### src/rtl/clk_div_bank.sv
// Bank of independent programmable tick/clock-enable dividers with per-channel
// divisor, enable and output mode, plus a global halt and a global re-phase strobe.
module clk_div_bank #(
    parameter int          CHANNELS    = 4,
    parameter int          CNT_W       = 24,
    parameter int unsigned DEFAULT_DIV = 12500000,
    localparam int         CH_W        = (CHANNELS > 1) ? $clog2(CHANNELS) : 1
) (
    input  logic                clk,
    input  logic                reset,
    input  logic                halt,
    input  logic                sync,
    input  logic                cfg_we,
    input  logic [CH_W-1:0]     cfg_ch,
    input  logic [CNT_W-1:0]    cfg_div,
    input  logic                cfg_mode,
    input  logic                cfg_en,
    output logic [CNT_W-1:0]    rd_div,
    output logic                rd_mode,
    output logic                rd_en,
    output logic [CHANNELS-1:0] out,
    output logic [CHANNELS-1:0] tick
);

    localparam logic [CNT_W-1:0] DEF_DIV = CNT_W'(DEFAULT_DIV);

    logic [CNT_W-1:0]    div_q [CHANNELS];
    logic [CNT_W-1:0]    cnt_q [CHANNELS];
    logic [CHANNELS-1:0] mode_q;
    logic [CHANNELS-1:0] en_q;
    logic [CHANNELS-1:0] out_q;
    logic [CHANNELS-1:0] tick_q;
    logic [CHANNELS-1:0] wr_sel;
    logic                ch_valid;

    assign ch_valid = (int'(cfg_ch) < CHANNELS);

    always_comb begin
        wr_sel = '0;
        if (cfg_we && ch_valid)
            wr_sel[cfg_ch] = 1'b1;
    end

    always_ff @(posedge clk) begin
        if (reset) begin
            for (int i = 0; i < CHANNELS; i++) begin
                div_q[i]  <= DEF_DIV;
                cnt_q[i]  <= '0;
                mode_q[i] <= 1'b0;
                en_q[i]   <= 1'b1;
                out_q[i]  <= 1'b0;
                tick_q[i] <= 1'b0;
            end
        end else begin
            for (int i = 0; i < CHANNELS; i++) begin
                if (wr_sel[i]) begin
                    div_q[i]  <= cfg_div;
                    mode_q[i] <= cfg_mode;
                    en_q[i]   <= cfg_en;
                    cnt_q[i]  <= '0;
                    out_q[i]  <= 1'b0;
                    tick_q[i] <= 1'b0;
                end else if (halt) begin
                    // sync still re-phases a halted bank so all channels restart together
                    out_q[i]  <= 1'b0;
                    tick_q[i] <= 1'b0;
                    if (sync)
                        cnt_q[i] <= '0;
                end else if (sync || !en_q[i]) begin
                    cnt_q[i]  <= '0;
                    out_q[i]  <= 1'b0;
                    tick_q[i] <= 1'b0;
                end else if (cnt_q[i] == div_q[i]) begin
                    cnt_q[i]  <= '0;
                    tick_q[i] <= 1'b1;
                    out_q[i]  <= mode_q[i] ? 1'b1 : ~out_q[i];
                end else begin
                    cnt_q[i]  <= cnt_q[i] + CNT_W'(1);
                    tick_q[i] <= 1'b0;
                    if (mode_q[i])
                        out_q[i] <= 1'b0;
                end
            end
        end
    end

    always_comb begin
        rd_div  = '0;
        rd_mode = 1'b0;
        rd_en   = 1'b0;
        if (ch_valid) begin
            rd_div  = div_q[cfg_ch];
            rd_mode = mode_q[cfg_ch];
            rd_en   = en_q[cfg_ch];
        end
    end

    assign out  = out_q;
    assign tick = tick_q;

endmodule
### config.mk
export PLATFORM = sky130hd
export DESIGN_NAME = clk_div_bank
export DESIGN_NICKNAME = d
export VERILOG_FILES = /design/src/rtl/clk_div_bank.sv
export SDC_FILE = /design/constraint.sdc
export NUM_CORES = 1
export LEC_CHECK = 0
export ABC_CLOCK_PERIOD_IN_PS = 4800
export BUFFER_PORTS_ARGS = -buffer_cell sky130_fd_sc_hd__buf_2
export CORE_MARGIN = 3
export CORE_UTILIZATION = 38
export CTS_BUF_LIST = sky130_fd_sc_hd__clkbuf_4
export CTS_CLUSTER_SIZE = 14
export DETAILED_ROUTE_END_ITERATION = 7
export GPL_TIMING_DRIVEN = 0
export PLACE_DENSITY_LB_ADDON = 0.15
export RECOVER_POWER = 25
export SYNTH_ARGS = -nofsm -noshare
export SYNTH_HDL_FRONTEND = slang
export SYNTH_SLANG_ARGS = --single-unit
### constraint.sdc
create_clock -name clk -period 4.8 [get_ports clk]
set_clock_uncertainty 0.15 [all_clocks]
set_input_delay 1.2 -clock clk [delete_from_list [all_inputs] [get_ports clk]]
set_output_delay 1.2 -clock clk [all_outputs]
set_load 0.02 [all_outputs]
## Word level (Yosys, flattened, before mapping)

Memory sizes are Yosys's and may differ from the RTL's.
Cells that the tools add are included.

- Latch bits: 0
- Bits in registers: 16
- Memories: 2
- Word-level logic and storage cells: 209
- Memory bits (read-only): 0
- RAM bits: 192

- Multipliers: 0
- Order comparisons: 2
- Shift operators: 0
- Reduce and logical (&&, ||, !) cells: 17
- Add/subtract/negate cells: 4
- Equal/unequal tests: 4
- Divide/modulo/power cells: 0
- Muxes and demuxes: 139
- Bitwise gates (word level): 28

Memories:

| name | depth | bits a word | read ports | clocked after memory_dff | wr ports | RTL line | source |
|---|---|---|---|---|---|---|---|
| cnt_q | 4 | 24 | 4 | 0 | 4 | 28 | `logic [CNT_W-1:0] cnt_q [CHANNELS];` |
| div_q | 4 | 24 | 5 | 0 | 4 | 27 | `logic [CNT_W-1:0] div_q [CHANNELS];` |

Operators by type and width:

| kind | number |
|---|---|
| two-way mux 24 bit | 24 |
| two-way mux 1 bit | 111 |
| adder 24 x 1 -> 24 bit, second input constant | 4 |
| equality test 24 bit | 4 |
| OR 1 bit | 24 |
| OR reduction 4 bit | 4 |
| nonzero test 2 bit | 4 |
| binary-select mux 1 bit (select 2 bit) | 2 |
| zero test 1 bit | 4 |
| logical OR 1 bit | 4 |
| two-way mux 4 bit | 1 |
| NOT 1 bit | 4 |
| less-than comparator 2 x 3 -> 1 bit, second input constant | 1 |
| demux 1 bit (select 2 bit) | 1 |
| >= comparator 2 x 1 -> 1 bit, second input constant | 1 |
| logical AND 1 bit | 1 |

## Logic depth before layout (Yosys ltp)

- Depth after elaboration: 13
- Mapped depth: 7
- Mapped depth without buffers: 6

## Least setup slack after synthesis

No wires, ideal clock.

- Kind: in2out
- Start point: input port cfg_ch[0]
- End point: output port rd_div[10]
- Buffers on the path: 2
- Data required time: 3.450 ns
- Stages on the path: 3
- Slack: 1.265 ns
- Data arrival time: 2.185 ns
- Path through: buf_4 buf_4 mux4_2

- Longest elaborated chain between the ends: 1

Ends and longest elaborated chain:

| what | RTL line | source |
|---|---|---|
| from (decl) | 14 | `input logic [CH_W-1:0] cfg_ch,` |
| memory read (4 x 24 bit) | - |  |
| to (decl) | 18 | `output logic [CNT_W-1:0] rd_div,` |

Every way passes these cells.

## Worst setup path after layout

- Start point: input port cfg_ch[1]
- End point: output port rd_div[3]

Same word-level chain as after synthesis.

==> impl_results.md <==
- Count leader, synth: edfxtp_1
- Clock transition at the registers of the reported paths: 0.06 ns
- HP Start: en_q[0]$_SDFFE_PP1P_
- Initial Util: 0.3922
- Critical Path RT: 3.45 ns
- HPWL after DPL: 22830 microns
- Via density: ~5.1
- R2R Path End: cnt_q[2][12]$_SDFFCE_PN0P_
- Area leader, netlist: edfxtp_1
- RSZ-0062 raised after global routing: false
- Top Ports: 67
- Via count: approximately 7400
- # DRC: 0
- Maximum vdd drop: approximately 0.17 mV
- Worst setup SP type: input port
- Max clock buf depth: 3
- Filler Cell Count: 2733
- CTS-repair resized insts: 0
- Worst r2r src: cnt_q[2][20]$_SDFFCE_PN0P_
- Clk sinks: 208
- Post-synthesis mux area share: 0.05287
- Post-synthesis adder-cell area fraction: 0.004519
- Compound-cell area share of the yosys netlist: 0.01536
- Failing checks: capacitance limit, slew limit
- Cells after Synth: 895
- Worst-case hold path end point: en_q[0]$_SDFFE_PP1P_
- Initial antenna violation count: 1
- Top FF cell, synth: edfxtp_1
- Multi-input gate area: 4669 sq um
- Vias in the first global route: 7412
- CTS tree: built
- Tmin final: approximately 4.4 ns
- Setup_tns: 0 ns
- Hold_buf cts: 0
- Global-route wire length before repair: 46330 microns
- Yosys top cell area share: 0.5206
- Clock root cell: clkbuf_4
- Leak: about 4.3 nW
- Total track usage: 0.2003
- Cts bufs inserted: 57
- Final wirelength: 31070 microns
- Die height: 176.7 microns
- Rel. slew slack: -0.02176
- Number of antenna-violating nets in the routed design: 0
- Core Box Area: roughly 28000 sq um
- Post-synth EDFFs: 192
- Post-DR wirelength/cell: 21.51 microns
- Syn avg cell area: ~12 sq um
- DR iter-0 viols: 515
- Core Util, Final: 0.4440
- MaxCap Viol Count: 1
- Later-pin clock latency in the skew report: 0.68 ns
- Most common library cells after synthesis: 192 x edfxtp_1, 129 x nor2_1, 128 x xnor2_1, 56 x xor2_1, 49 x and2_1
- Final setup violating endpoints: 0
- Met2 routed wirelength: 13880 microns
- Mapped Nets: 932
- Register area: 6086 sq um
- PD cells: 351.6 nW/um^2
- Hold Path Depth: 2
- Grt ovf: 0
- CP Max Fanout: 10
- Placer Congestion: between 0.8 and 0.9
- Slew Viols, Final: 9
- Postcts setup bufs: 0
- Sequential element share of the synthesized area: 0.5495
- Power Total: 0.004409 W
- Max Freq: 228.2 MHz
- Simple-Gate Fraction of Synth Area: 0.2093
- Netlist cell types: 40
- H-tree levels: 2
- Tightest Pin Transition: about 1.5 ns
- Crit. End Element: primary output
- Share of layout cells above drive strength 1: 0.2047
- Crit Path Class: input port to primary output
- Outcome: finished, violations left
- Met3 WL post-DR: 1978 microns
- Largest net degree at the start of global routing: 26
- Top cells by area, synth: edfxtp_1 52%, xnor2_1 10%, mux4_2 5.3%, xor2_1 4.4%, nor2_1 4.4%
- Async S/R FF share, synth: 0
- IO buf count: 66
- Reg2Reg Setup Slack: 2.02 ns
- Drt pass-1 iters: 5
- Area overhead of the layout relative to synthesis: 13.21%
- Largest family of logic cells by synthesized area: simple AND/OR/NAND/NOR gates
- Cells on worst reg2reg path: 6
- Nets: 1057
- Synthesized area: 11080 sq um
- M1 WL: 14550 microns
- Row cnt: 61
- Synthesis Warnings: 0
- Die W: 176.7 microns
- Die area: 31230 sq um
- Hold Path Class: flip-flop to flip-flop
- Arr. time, crit path: 3.03 ns
- Smallest hold slack: about 0.36 ns
- Fin. Hold Viols: 0
- Highest metal used: met4
- #FFs+latches synth: 208
- Fin crit share: 0.9129
- Post-Synth XOR/XNOR Area: 0.1455
## state kept, by name, indices dropped and copies added (netlist names)
| name | flops |
|---|---|
| cnt_q | 96 |
| div_q | 96 |
| en_q | 4 |
| mode_q | 4 |
| out | 4 |
| tick | 4 |
## worst max path at each step
stage | start | end | slack [ns] | cells past startpoint
after floorplan | cfg_ch[0] | rd_div[10] | 1.26 | 3
after global placement | cfg_ch[0] | rd_div[10] | 0.70 | 5
after detailed placement | cfg_ch[0] | rd_div[10] | 0.70 | 5
after CTS | cfg_ch[0] | rd_div[10] | 0.70 | 5
after global routing | cfg_ch[1] | rd_div[5] | 0.35 | 5
final | cfg_ch[1] | rd_div[3] | 0.42 | 5
## per-layer routing
metal	vias to the layer above	global-route usage
met1	3656	0.2893
met5	-	0
li1	3499	-
met4	0	0.05597
met3	44	0.04376
met2	219	0.3057
## through the flow
stage	std cells	instance area (sq um)	worst slack (ns)
floorplan	895	11080	1.265
global placement	1339	11880	0.6963
detailed placement	1339	11880	0.6996
CTS	1443	12640	0.6973
global route	1444	12540	0.3491
finish	1444	12540	0.4179
## report_power, final
group          leakage (nW)  total [W]  internal, W  switching [W]
Combinational          1.67   0.000450     0.000199       0.000251
Sequential             2.14    0.00228      0.00212       0.000167
Clock                 0.457    0.00167     0.000914       0.000760
Total                  4.27    0.00441      0.00323        0.00118
## kinds of logic (layout without fill, tap and decap cells)
logic type	Yosys count	count (layout)
other	0	1
buffers and inverters	44	214
multiplexers	26	26
adder cells (fa/ha/maj)	4	4
XOR/XNOR	184	184
AO/OA/AOI/OAI	22	22
flip-flops	208	208
AND/OR/NAND/NOR	407	407
## critical path, stage by stage
cell and delay [ns]:
buf_2 0.15, clkbuf_1 0.58, buf_2 0.48, mux4_2 0.41, buf_2 0.19
## cell usage in the layout, fill, tap and decap left out, types with 7 or more instances in the layout
master      n
nand4_1    42
clkbuf_4   92
or3_1      12
xnor2_1   128
clkinv_1   10
clkbuf_1   16
nor2_1    129
buf_2      74
nor3_1      7
a21oi_1     9
and2_1     48
edfxtp_1  192
mux4_2     26
dfxtp_1    16
xor2_1     56
and3_1     12
and4_1     11
nand2_1    32
nand2b_1   41
inv_1      12
nand3_1    47
## cell type report
class                           count  area share
Buffer                             32     0.01357
Sequential cell                   208      0.4854
Multi-Input combinational cell    643      0.3724
Tap cell                          378     0.03772
Timing Repair Buffer               66     0.02624
Clock buffer                       92     0.05508
Inverter                           12    0.003592
Antenna cell                        1   0.0001996
Clock inverter                     12    0.005788
(Power assumes the default switching activity.)
